### config.mk
export PLATFORM = sky130hd
export DESIGN_NAME = mdu_issue_arbiter
export DESIGN_NICKNAME = d
export VERILOG_FILES = /design/src/rtl/mdu_pkg.sv /design/src/rtl/rr_arbiter.sv /design/src/rtl/mdu_issue_arbiter.sv
export SDC_FILE = /design/constraint.sdc
export NUM_CORES = 1
export LEC_CHECK = 0
export CAP_MARGIN = 20
export CORE_AREA = 2 2 217 219
export CTS_CLUSTER_DIAMETER = 80
export CTS_CLUSTER_SIZE = 10
export DETAILED_ROUTE_END_ITERATION = 12
export DIE_AREA = 0 0 219 221
export RECOVER_POWER = 25
export SYNTH_ARGS = -nofsm -noshare
export SYNTH_HDL_FRONTEND = slang
export SYNTH_SLANG_ARGS = --single-unit
### constraint.sdc
create_clock -name clk -period 2.4 [get_ports clk]
set_clock_uncertainty 0.15 [all_clocks]
set_input_delay 0.36 -clock clk [delete_from_list [all_inputs] [get_ports clk]]
set_output_delay 0.36 -clock clk [all_outputs]
set_load 0.1 [all_outputs]
### src/rtl/mdu_pkg.sv
// Shared types for the MDU issue arbiter: funct3 operation codes, operand formats and FSM states.
// Pure declarations; no logic or latency of its own.
package mdu_pkg;

  typedef enum logic [2:0] {
    MDU_MUL    = 3'd0,
    MDU_MULH   = 3'd1,
    MDU_MULHSU = 3'd2,
    MDU_MULHU  = 3'd3,
    MDU_DIV    = 3'd4,
    MDU_DIVU   = 3'd5,
    MDU_REM    = 3'd6,
    MDU_REMU   = 3'd7
  } mdu_op_e;

  localparam logic [1:0] MDU_FMT_W = 2'b00;
  localparam logic [1:0] MDU_FMT_D = 2'b01;

  typedef enum logic [1:0] {
    ST_IDLE  = 2'd0,
    ST_ISSUE = 2'd1,
    ST_WAIT  = 2'd2,
    ST_RESP  = 2'd3
  } arb_state_e;

endpackage

### src/rtl/rr_arbiter.sv
// Combinational round-robin picker: grants the first request at or after ptr_i, wrapping.
// Zero latency; no backpressure, the caller decides whether the grant is used.
module rr_arbiter #(
  parameter int NUM_REQ = 2,
  parameter int IW      = 1
) (
  input  logic [NUM_REQ-1:0] req_i,
  input  logic [IW-1:0]      ptr_i,
  output logic [NUM_REQ-1:0] gnt_o,
  output logic [IW-1:0]      idx_o,
  output logic               any_o
);

  function automatic int wrap_idx(input logic [IW-1:0] ptr, input int off);
    return (int'(ptr) + off) % NUM_REQ;
  endfunction

  always_comb begin
    gnt_o = '0;
    idx_o = '0;
    any_o = 1'b0;
    for (int off = 0; off < NUM_REQ; off++) begin
      if (!any_o && req_i[wrap_idx(ptr_i, off)]) begin
        any_o                       = 1'b1;
        gnt_o[wrap_idx(ptr_i, off)] = 1'b1;
        idx_o                       = IW'(wrap_idx(ptr_i, off));
      end
    end
  end

endmodule

### src/rtl/mdu_issue_arbiter.sv
// Shares one MDU between NUM_REQ requesters: accept, start pulse, wait for done/timeout, tagged response.
// Accept at T, start at T+1, response one cycle after done; req_ready only in IDLE, so one op in flight.
module mdu_issue_arbiter
  import mdu_pkg::*;
#(
  parameter int NUM_REQ        = 2,
  parameter int DATA_WIDTH     = 64,
  parameter int TIMEOUT_CYCLES = 32
) (
  input  logic                          clk,
  input  logic                          rst,
  input  logic [NUM_REQ-1:0]            req_valid,
  output logic [NUM_REQ-1:0]            req_ready,
  input  logic [NUM_REQ*3-1:0]          req_op,
  input  logic [NUM_REQ*2-1:0]          req_fmt,
  input  logic [NUM_REQ*DATA_WIDTH-1:0] req_a,
  input  logic [NUM_REQ*DATA_WIDTH-1:0] req_b,
  input  logic [NUM_REQ*5-1:0]          req_rd,
  input  logic [NUM_REQ-1:0]            flush,
  output logic [NUM_REQ-1:0]            resp_valid,
  output logic [DATA_WIDTH-1:0]         resp_data,
  output logic [4:0]                    resp_rd,
  output logic                          resp_exc,
  output logic                          resp_timeout,
  output logic                          mdu_start,
  output logic [2:0]                    mdu_op,
  output logic [1:0]                    mdu_fmt,
  output logic [DATA_WIDTH-1:0]         mdu_a,
  output logic [DATA_WIDTH-1:0]         mdu_b,
  input  logic                          mdu_done,
  input  logic [DATA_WIDTH-1:0]         mdu_result,
  input  logic                          mdu_exception
);

  localparam int IW = (NUM_REQ > 1) ? $clog2(NUM_REQ) : 1;
  localparam int CW = $clog2(TIMEOUT_CYCLES);

  arb_state_e            state_q;
  logic [IW-1:0]         rr_ptr_q;
  logic [IW-1:0]         owner_q;
  logic                  killed_q;
  logic [CW-1:0]         cnt_q;
  logic [CW-1:0]         cnt_d;
  logic                  start_q;
  logic [2:0]            op_q;
  logic [1:0]            fmt_q;
  logic [DATA_WIDTH-1:0] a_q;
  logic [DATA_WIDTH-1:0] b_q;
  logic [4:0]            rd_q;
  logic [DATA_WIDTH-1:0] rdata_q;
  logic [4:0]            rrd_q;
  logic                  rexc_q;
  logic                  rto_q;

  logic [NUM_REQ-1:0]    eligible;
  logic [NUM_REQ-1:0]    arb_gnt;
  logic [IW-1:0]         arb_idx;
  logic                  arb_any;
  logic [IW-1:0]         ptr_after;
  logic                  owner_flush;
  logic                  timeout_hit;

  logic [2:0]            sel_op;
  logic [1:0]            sel_fmt;
  logic [DATA_WIDTH-1:0] sel_a;
  logic [DATA_WIDTH-1:0] sel_b;
  logic [4:0]            sel_rd;

  // A requester flushing in the same cycle it is valid is not eligible.
  assign eligible = req_valid & ~flush;

  rr_arbiter #(
    .NUM_REQ(NUM_REQ),
    .IW     (IW)
  ) u_rr (
    .req_i(eligible),
    .ptr_i(rr_ptr_q),
    .gnt_o(arb_gnt),
    .idx_o(arb_idx),
    .any_o(arb_any)
  );

  assign req_ready   = (!rst && state_q == ST_IDLE) ? arb_gnt : '0;
  assign ptr_after   = (arb_idx == IW'(NUM_REQ - 1)) ? '0 : arb_idx + IW'(1);
  assign owner_flush = flush[owner_q];

  // cnt_d is the value the counter reaches this WAIT cycle; hitting the limit ends the wait.
  assign cnt_d       = cnt_q + CW'(1);
  assign timeout_hit = (cnt_d == CW'(TIMEOUT_CYCLES - 1));

  always_comb begin
    sel_op  = '0;
    sel_fmt = '0;
    sel_a   = '0;
    sel_b   = '0;
    sel_rd  = '0;
    for (int i = 0; i < NUM_REQ; i++) begin
      if (arb_gnt[i]) begin
        sel_op  = req_op[i*3 +: 3];
        sel_fmt = req_fmt[i*2 +: 2];
        sel_a   = req_a[i*DATA_WIDTH +: DATA_WIDTH];
        sel_b   = req_b[i*DATA_WIDTH +: DATA_WIDTH];
        sel_rd  = req_rd[i*5 +: 5];
      end
    end
  end

  always_comb begin
    resp_valid = '0;
    if (!rst && state_q == ST_RESP && !killed_q && !owner_flush) begin
      resp_valid[owner_q] = 1'b1;
    end
  end

  always_ff @(posedge clk) begin
    if (rst) begin
      state_q  <= ST_IDLE;
      rr_ptr_q <= '0;
      owner_q  <= '0;
      killed_q <= 1'b0;
      cnt_q    <= '0;
      start_q  <= 1'b0;
      op_q     <= '0;
      fmt_q    <= '0;
      a_q      <= '0;
      b_q      <= '0;
      rd_q     <= '0;
      rdata_q  <= '0;
      rrd_q    <= '0;
      rexc_q   <= 1'b0;
      rto_q    <= 1'b0;
    end else begin
      start_q <= 1'b0;
      case (state_q)
        ST_IDLE: begin
          if (arb_any) begin
            owner_q  <= arb_idx;
            rr_ptr_q <= ptr_after;
            op_q     <= sel_op;
            fmt_q    <= sel_fmt;
            a_q      <= sel_a;
            b_q      <= sel_b;
            rd_q     <= sel_rd;
            killed_q <= 1'b0;
            start_q  <= 1'b1;
            state_q  <= ST_ISSUE;
          end
        end
        ST_ISSUE: begin
          cnt_q   <= '0;
          state_q <= ST_WAIT;
          if (owner_flush) killed_q <= 1'b1;
        end
        ST_WAIT: begin
          cnt_q <= cnt_d;
          if (owner_flush) killed_q <= 1'b1;
          // The MDU keeps running after a flush; only the response is suppressed.
          if (mdu_done) begin
            rdata_q <= mdu_result;
            rexc_q  <= mdu_exception;
            rto_q   <= 1'b0;
            rrd_q   <= rd_q;
            state_q <= ST_RESP;
          end else if (timeout_hit) begin
            rdata_q <= '0;
            rexc_q  <= 1'b1;
            rto_q   <= 1'b1;
            rrd_q   <= rd_q;
            state_q <= ST_RESP;
          end
        end
        ST_RESP: begin
          state_q <= ST_IDLE;
        end
        default: begin
          state_q <= ST_IDLE;
        end
      endcase
    end
  end

  assign mdu_start    = start_q;
  assign mdu_op       = op_q;
  assign mdu_fmt      = fmt_q;
  assign mdu_a        = a_q;
  assign mdu_b        = b_q;
  assign resp_data    = rdata_q;
  assign resp_rd      = rrd_q;
  assign resp_exc     = rexc_q;
  assign resp_timeout = rto_q;

endmodule

[After elaboration in Yosys (flattened, before gate mapping)]
Cells that the tools add are included.
Operators by class
  add/sub/neg operators: 3
  magnitude comparators: 6
  equal/unequal tests: 7
  multiplexer cells: 48
  bitwise operators: 5
  reduce and logical (&&, ||, !) cells: 22
Operators with widths (number)
  two-way mux 64 bit: 6
  two-way mux 1 bit: 21
  two-way mux 5 bit: 4
  two-way mux 2 bit: 9
  case mux 5 bit (2 select lines): 1
  logical AND 1 bit: 8
  case mux 2 bit (4 select lines): 1
  two-way mux 3 bit: 2
  AND reduction 2 bit: 3
  nonzero test 2 bit: 3
  adder 5 x 1 -> 5 bit, second input constant: 1
  equality test 5 bit, second input constant: 1
  equality test 2 bit, second input constant: 2
  zero test 1 bit: 4
  < comparator 1 x 2 -> 1 bit, second input constant: 2
  OR reduction 2 bit: 2
  demux 1 bit (select 1 bit): 3
  < comparator 2 x 3 -> 1 bit, second input constant: 1
  inequality test 3 bit, second input constant: 1
  AND reduction 3 bit: 1
  adder 1 bit, second input constant: 2
  bitwise AND 2 bit: 1
  equality test 2 x 1 -> 1 bit, second input constant: 1
  greater-or-equal comparator 1 bit, second input constant: 2
  other kinds (9): 9
Storage, ports and cells
  bits in registers: 220
  bits of input ports: 348
  output and inout port bits: 209
  word-level logic and storage cells: 106

[Depth between registers and ports, before layout]
  word-level depth: 10
  gate-level depth with buffers: 8
  mapped depth without buffers: 6

[Cells and area by module]
A second synthesis with hierarchy kept.
Unflattened totals
  cell total of the unflattened synthesis: 894
  area, all modules: 8413.1 µm²
By module, submodules not included
  mdu_issue_arbiter: instances 1, cells an instance 889, area an instance 8380.5 µm², sequential area each 4404.2 µm²
  rr_arbiter: instances 1, cells an instance 5, area an instance 32.5 µm², sequential area each 0.0 µm²

[Least setup slack after synthesis]
Ideal clock, no wire load.
  path type: input port to output port
  from: in rst
  to: out resp_valid[1]
  arrival: 3066 ps
  required time: 1890 ps
  slack: -1176 ps
  stages: 5
  path buffers: 2
  cell sequence: buf_2 -> buf_1 -> nor2_1 -> nand2_1 -> nor3b_1
Between the ends
  cells in the longest elaborated chain, start to end: 5
Ends and longest elaborated chain
  start: declaration: RTL line mdu_issue_arbiter.sv:11  | input logic rst,
  zero test 1 bit: RTL line mdu_issue_arbiter.sv:110  | if (!rst && state_q == ST_RESP && !killed_q && !owner_flush) begin
  logical AND 1 bit (3 in a row): RTL line mdu_issue_arbiter.sv:110
  two-way mux 2 bit: RTL line mdu_issue_arbiter.sv:110
  end: declaration: RTL line mdu_issue_arbiter.sv:20  | output logic [NUM_REQ-1:0] resp_valid,
Every way passes these cells.

[Final worst setup path]
  from: in flush[0]
  to: out req_ready[1]
Between the ends
  cells in the longest elaborated chain, start to end: 9
  elaborated cells between the ends (all ways): 14
  classes of those cells: 9 x mux; 3 x bitwise; 2 x reduce/logical
Ends and longest elaborated chain
  start: declaration: RTL line mdu_issue_arbiter.sv:19  | input logic [NUM_REQ-1:0] flush,
  inverter 2 bit (*): RTL line mdu_issue_arbiter.sv:70  | assign eligible = req_valid & ~flush;
  bitwise AND 2 bit (*): RTL line mdu_issue_arbiter.sv:70
  two-way mux 1 bit (implied by the code) (2 in a row): RTL line rr_arbiter.sv:23  | if (!any_o && req_i[wrap_idx(ptr_i, off)]) begin
  two-way mux 1 bit: RTL line rr_arbiter.sv:23
  zero test 1 bit: RTL line rr_arbiter.sv:23
  logical AND 1 bit: RTL line rr_arbiter.sv:23
  two-way mux 2 bit (*): RTL line rr_arbiter.sv:23
  two-way mux 2 bit (*): RTL line mdu_issue_arbiter.sv:83  | assign req_ready = (!rst && state_q == ST_IDLE) ? arb_gnt : '0;
  end: declaration: RTL line mdu_issue_arbiter.sv:13  | output logic [NUM_REQ-1:0] req_ready,
Every way passes the cells marked *; elsewhere a longest branch is shown, timed or not. The select of a mux whose other input is x is not followed.

==> key figures <==
Status
  – Outcome: complete, no violations

Final layout
  – Area grow syn2layout: 76.01%
  – Reg area: 0.004404 mm2
  – Commonest cells after routing, fill and taps aside: clkdlybuf4s50_1 (346), dfxtp_1 (220), nand2_1 (139), buf_4 (128), clkbuf_2 (101)
  – Layout cells sized above 1: between 20% and 30%
  – Footprint of the multi-input gates: between 0.003 and 0.004 mm2
  – Fill cells: slightly below 5000
  – Commonest non-fill, non-tap cell in the layout: clkdlybuf4s50_1
  – Final nets: roughly 1800

Power and ir drop
  – Leakage: 6.039 nW
  – PwrDens: approximately 1200 mW/mm2
  – VDD IR max: approximately 0.00075 V

Critical path
  – Critical Path End Type: output port
  – Worst EP arrival: about 1.8 ns
  – CP dominant cell by count: buf_12
  – CP max stage delay: slightly above 0.5 ns
  – Startpoint Class: input port
  – CP max stage cell: clkdlybuf4s50_1
  – Crit path cell chain: clkdlybuf4s50_1 > nand2b_4 > o21a_2 > nor2b_4 > buf_12 > buf_12
  – CP Max Fanout: 23
  – Setup CP Type: in2out
  – Req. time, crit path: approximately 1.9 ns

Detailed routing
  – Vias: 9217
  – DRT antenna net count: 0
  – DRT iter0 DRCs: between 400 and 500
  – First-pass detailed-route iteration total: 5
  – Remaining DRCs: 0
  – Final wirelength: 37.01 mm
  – Vias per Instance: between 4 and 5
  – Wire per inst: roughly 18 um

Yosys
  – Sequential fraction of the synthesis area: between 50% and 60%
  – Yosys cell types: 39
  – Post-Syn Area: 0.008578 mm2
  – Post-synthesis cell count: 940
  – Synthesized Nets: between 1000 and 1500
  – Synth Register Bits: 220
  – Post-synthesis area per instance: 9.126 um2
  – Yosys warns: 0

Timing
  – Period minus WS final: about 2.3 ns
  – Worst-margin pin slew: a little under 0.8 ns
  – Fin crit share: 97.31%
  – Worst Hold Slack: roughly 0.14 ns
  – Pins Over Slew Limit: 0
  – RSZ-0062 raised after global routing: no
  – Final hold violations: 0
  – Final WS setup: between 0.06 and 0.07 ns
  – Max Freq: between 0.4 and 0.5 GHz
  – Sum Neg Setup Slack: 0 ns
  – Max-slew headroom: about half
  – Final Setup Violations: 0

Global route
  – Global Route Usage Sum: 14.39%
  – Largest net degree at the start of global routing: between 60 and 70
  – Number of global-route vias before repair: 9078
  – Gr ovfl total: 0
  – First-pass GRT wire length: between 50 and 60 mm
  – Antenna violations before repair: 2

Floorplanning
  – Die extent in y: 221 um
  – Effective utilization at floorplan: 18.62%
  – Number of core rows: 79
  – Core area: 0.04606 mm2
  – Die Footprint: slightly below 0.05 mm2
  – Ports: ~560
  – DIE WIDTH: between 200 and 250 um

Placed design
  – Worst slack at placement: -0.01325 ns
  – GP Congestion: 0.8278
  – Port bufs: roughly 560
  – DP HPWL: 27.07 mm

CTS
  – CTS root buffer: clkbuf_16
  – CTS tree: done
  – Sink Count: 220
  – Clock buffer depth: 3
  – Worst skew pair latency: around 0.55 ns
  – Clk pin slew, worst setup/hold paths: approximately 0.06 ns
  – H-tree levels: 1
  – Total CTS buffers: 27

Min path
  – Worst hold path type: in2reg

Flow run
  – Total of max-cap violations: 0
## where the power goes
group	internal, mW	switching (mW)
Sequential	4.40	0.437
Clock	2.10	1.57
Combinational	2.26	6.87
## layer usage
layer  up-vias  routed length [um]  GRT usage, %  part of all wire, %
met5         -                   0             0                    0
met4         0                1059         4.141                  2.9
met3        50                3005         3.904                  8.1
met2       407               18150         25.65                   49
met1      4296               14800         16.70                   40
li1       4464                   -             -                    -
## flip-flops by register name, summed over array words and instances (netlist names)
register,flops
resp_data,64
resp_exc,1
mdu_b,64
rd_q,5
rr_ptr_q,1
resp_timeout,1
mdu_start,1
state_q,2
killed_q,1
mdu_fmt,2
cnt_q,5
mdu_op,3
mdu_a,64
owner_q,1
resp_rd,5
## repair_timing
item                                   in CTS  in global routing
hold buffers                                0                  0
endpoints found under the hold margin       0                  0
setup buffers                               4                  0
gates resized for setup                     4                  0
setup endpoints to repair                   2                  0
## metrics by stage
stage          area, um2  utilization (%)  instances  total power [mW]
6_report           15100            32.78       2094             17.64
5_1_grt            15100            32.78       2094             18.45
2_1_floorplan       8589                -        940             11.58
3_5_place_dp       14510            31.50       2053             14.17
4_1_cts            15360            33.34       2093             18.09
3_3_place_gp       14510            31.50       2053             14.12
## Yosys cell counts
| library cell | n | area share, % |
|---|---|---|
| a211oi_2 | 1 | 0.15 |
| a21bo_2 | 1 | 0.12 |
| a21boi_1 | 1 | 0.088 |
| a21o_1 | 1 | 0.088 |
| a21oi_1 | 81 | 4.7 |
| a221o_1 | 72 | 8.4 |
| a221oi_1 | 67 | 6.8 |
| a22oi_1 | 1 | 0.088 |
| a31o_2 | 2 | 0.20 |
| a41o_1 | 1 | 0.12 |
| a41oi_1 | 1 | 0.10 |
| and2_1 | 73 | 5.3 |
| and3_1 | 2 | 0.15 |
| and4_1 | 1 | 0.10 |
| buf_1 | 2 | 0.088 |
| buf_2 | 24 | 1.4 |
| buf_4 | 1 | 0.088 |
| buf_6 | 9 | 1.2 |
| clkbuf_1 | 50 | 2.2 |
| dfxtp_1 | 220 | 51 |
| ha_1 | 6 | 0.88 |
| inv_1 | 7 | 0.31 |
| nand2_1 | 140 | 6.1 |
| nand2b_1 | 3 | 0.22 |
| nand2b_4 | 2 | 0.32 |
| nand3_1 | 3 | 0.17 |
| nand3b_1 | 5 | 0.44 |
| nand4_1 | 1 | 0.073 |
| nand4b_1 | 1 | 0.10 |
| nor2_1 | 77 | 3.4 |
| nor2b_1 | 1 | 0.073 |
| nor2b_4 | 1 | 0.16 |
| nor3_1 | 63 | 3.7 |
| nor3b_1 | 1 | 0.088 |
| o21a_1 | 1 | 0.088 |
| o21ai_0 | 14 | 0.82 |
| o221a_2 | 1 | 0.13 |
| o31ai_1 | 1 | 0.088 |
| xor2_1 | 1 | 0.10 |
## cell type report
| cell class | count | area share (%) |
|---|---|---|
| diodes | 1 | 0.01657 |
| clock buffers | 29 | 4.525 |
| clock inverters | 5 | 0.3812 |
| inverters | 7 | 0.1740 |
| multi-input cells | 627 | 25.13 |
| flip-flops and latches | 220 | 29.17 |
| well taps | 607 | 5.030 |
| repair buffers | 598 | 35.57 |
## worst max-delay path: cells and delay by family
kind / cells / cell delay (ns)
AND/OR/NAND/NOR: 2 / 0.37
buffers and inverters: 3 / 0.89
AO/OA/AOI/OAI: 1 / 0.18
## path summary, 6_finish.rpt
path                                    from       endpoint  slack, ns  depth (start not counted)
worst max-delay path                flush[0]   req_ready[1]       0.06                          6
worst min-delay path                     rst     resp_rd[0]       0.14                          3
worst max register to register    state_q[0]  resp_data[24]       0.26                          6
worst min register to register  resp_data[1]   resp_data[1]       0.30                          2
## cell families (layout without fill, tap and decap cells)
kind of cell / Yosys count / after routing / share of synthesized area (%)
AOI/OAI and AO/OA: 246 / 246 / 22.04
other: 0 / 1 / 0
xor gates and xnor gates: 1 / 1 / 0.1021
adders and majority gates: 6 / 6 / 0.8751
DFF: 220 / 220 / 51.34
buffers and inverters: 93 / 639 / 5.251
and+or+nand+nor: 374 / 374 / 20.39
(Power assumes the default switching activity.)
==> edit 1: new RTL, same settings <==
Change the parameter `TIMEOUT_CYCLES` from 32 to 16.
--- a/src/rtl/mdu_issue_arbiter.sv
+++ b/src/rtl/mdu_issue_arbiter.sv
@@ -7,3 +7,3 @@
   parameter int DATA_WIDTH     = 64,
-  parameter int TIMEOUT_CYCLES = 32
+  parameter int TIMEOUT_CYCLES = 16
 ) (
Formal check against the unedited RTL: no difference found for any inputs over 4 cycles, from zero or initial values and one cycle with rst high; that may be too few to reach the edited logic, so the function may still have changed.
==> edit 1 against the original RTL <==
  * Synthesized area is 8.1% lower
  * Power decreased by 18%
  * Utilization shrank 1.7 points
  * Combinational power shrank 29%
  * Wire length fell by 9.4%
  * Sequential cell count fell by 1
  * Worst setup slack better by 28 ps
  * Hold slack better by 27 ps
  * Final area decreased by 5.3%
==> edit 1: results <==
{
  "status": "finished clean",
  "combPwrFrac_pct": 45.0,
  "switching_power_w": 0.006587,
  "nets": 1695,
  "synth-seq-area-share_pct": 55.59,
  "synth_compound_area_share_pct": 25.96,
  "grt_max_degree": 78,
  "synth_area_leaders": "dfxtp_1, a222oi_1, a22o_1",
  "clkbuf_count": 27,
  "grt_use_met2_pct": 22.24,
  "buffer_area_share_pct": 36.81,
  "rr_worst_depth": 7,
  "intPower_w": 0.007795,
  "signal_buffers": 596,
  "reg2reg_to": "mdu_a[58]$_SDFFE_PP0P_",
  "synth_xor_area_share_pct": 0,
  "synthMuxAreaShare_pct": 0.2538,
  "top_layer": "met5",
  "synthAdderAreaFrac_pct": 0.9519,
  "routedWlPerCell_um": 17.19,
  "gp_congestion": 0.7902,
  "tightest_slew_ps": 948.5,
  "r2r-start": "state_q[1]$_SDFFE_PP0P_",
  "p_leak_nw": 6.029,
  "ys_ff_latch": 219,
  "ff2ff_setup_slack_ps": 190,
  "cts_hold_buf": 1,
  "synthDistinctLibCells": 36,
  "met3_usage_pct": 2.969
}
-- edit 1: cell count changes after synthesis, sizes merged, moves of 8 or more --
cell / before / now
o21ai: 14 / 6
a222oi: 0 / 72
a22oi: 1 / 66
a221o: 72 / 0
a221oi: 67 / 0
and2: 73 / 0
a22o: 0 / 64
clkbuf: 50 / 42
nor3: 63 / 2
a21oi: 81 / 13
-- edit 1: metrics by stage --
step	instances	area [sq um]
after global placement	1915	13820
after CTS	1950	14570
final	1950	14300
after global routing	1950	14300
after detailed placement	1915	13820
after floorplan	788	7898
-- edit 1: how the worst max path moves through the flow --
stage / from / endpoint
2_1_floorplan: rst / resp_valid[1]
3_3_place_gp: flush[1] / mdu_a[14]$_SDFFE_PP0P_
3_5_place_dp: flush[1] / mdu_a[8]$_SDFFE_PP0P_
4_1_cts: state_q[1]$_SDFFE_PP0P_ / req_ready[0]
5_1_grt: flush[0] / mdu_a[58]$_SDFFE_PP0P_
6_report: flush[0] / mdu_a[58]$_SDFFE_PP0P_
==> edit 2: new RTL, config.mk and constraints unchanged <==
Made on the original files. Encoding of `arb_state_e`: now one-hot (4 bits for 4 states).
--- a/src/rtl/mdu_pkg.sv
+++ b/src/rtl/mdu_pkg.sv
@@ -18,7 +18,7 @@
 
-  typedef enum logic [1:0] {
-    ST_IDLE  = 2'd0,
-    ST_ISSUE = 2'd1,
-    ST_WAIT  = 2'd2,
-    ST_RESP  = 2'd3
+  typedef enum logic [3:0] {
+    ST_IDLE  = 4'b0001,
+    ST_ISSUE = 4'b0010,
+    ST_WAIT  = 4'b0100,
+    ST_RESP  = 4'b1000
   } arb_state_e;
Behaviour: same outputs for any inputs over 4 cycles, from zero or initial values and one cycle with rst high; so few cycles prove little.
==> edit 2 against the original RTL <==
  * The flow now finishes with violations (setup timing)
  * Final area grew 3.3%
  * Utilization grew 1.1 points
  * Wire length grew 8.7%
  * Maximum frequency shrank 6.4%
  * Critical path type is now flop to primary output
  * Sequential cell count grew 2
  * Worst setup slack lost 160 ps
  * First-iteration DRC count grew 50%
  * Synthesized area grew 3.6%
Power is not compared: it rests on default switching activity, and its combinational part moved more than twofold at a synthesized area within 25%.
==> edit 2: results <==
{
  "status": "finished, violations left",
  "violations": "setup timing",
  "num_vias": 10180,
  "avgSynthCellArea_sq_um": 8.712,
  "post_cts_buffers": 3,
  "synth_compound_area_share_pct": 34.06,
  "startpoint_type": "flop",
  "cts_resized": 10,
  "reg2reg_to": "mdu_b[1]$_SDFFE_PP0P_",
  "synth_area_leaders": "dfxtp_1, a21oi_1, a22oi_1",
  "gp_congestion": 0.8907,
  "grt_use_met2_pct": 26.19,
  "firstDrtPassIters": 6,
  "design_area_sq_um": 15590,
  "synthTopCellsByCount": "a21oi_1, dfxtp_1, nand2_1",
  "nets": 1905,
  "holdWs_ps": 154.0,
  "routed_via_density": 4.705,
  "setup_viol": 2,
  "layout-drive-gt1-share_pct": 20.23,
  "routed_wl_mm": 40.24,
  "worstPathArrival_ps": 1980,
  "critPathMaxFanout": 5,
  "cts_hold_buf": 2,
  "track_usage_pct": 15.28,
  "slowest_delay_ps": 540,
  "wl_met1_mm": 16.58,
  "antenna_found_initial": 0,
  "met3_usage_pct": 3.601,
  "cts_made_buffers": 26,
  "synth-seq-area-share_pct": 50.01,
  "finalWorstSetupSlack_ps": -94.91,
  "finalSetupTns_ps": -181.8,
  "ff2ff_setup_slack_ps": 80
}
==> edit 2: cell types whose count changed after synthesis, sizes merged, moves of 11 or more <==
cell and delta:
a211oi +66, a21oi +176, a221o -72, a221oi -67, a222oi +18, a22oi +119, and2 -72, clkbuf +16
nand2 -16, nor2 -45, nor3 -57, o21ai -11
==> edit 2: final cells by class <==
class                      instances  share of cell area, %
multi-input combinational        688                  26.18
inverter                           2                0.04815
clock buffer                      28                  4.285
tap                              607                  4.871
timing repair buffer             615                  35.95
sequential                       222                  28.52
clock inverter                     2                 0.1525
==> edit 2: power breakdown <==
part,leakage [nW],total (W),switching (W),internal (W)
logic,3.69,0.00304,0.00200,0.00104
registers,1.81,0.00399,0.000111,0.00388
clock network,0.336,0.00347,0.00153,0.00194
==> edit 2: worst reg2reg max path, stage by stage (launching register included) <==
cell       delay, ps
dfxtp_1          320
or4b_4           540
buf_6            160
buf_12           120
nor3_4           140
buf_12           140
bufbuf_16        280
buf_4            150
a22oi_1           80
a21oi_1          150
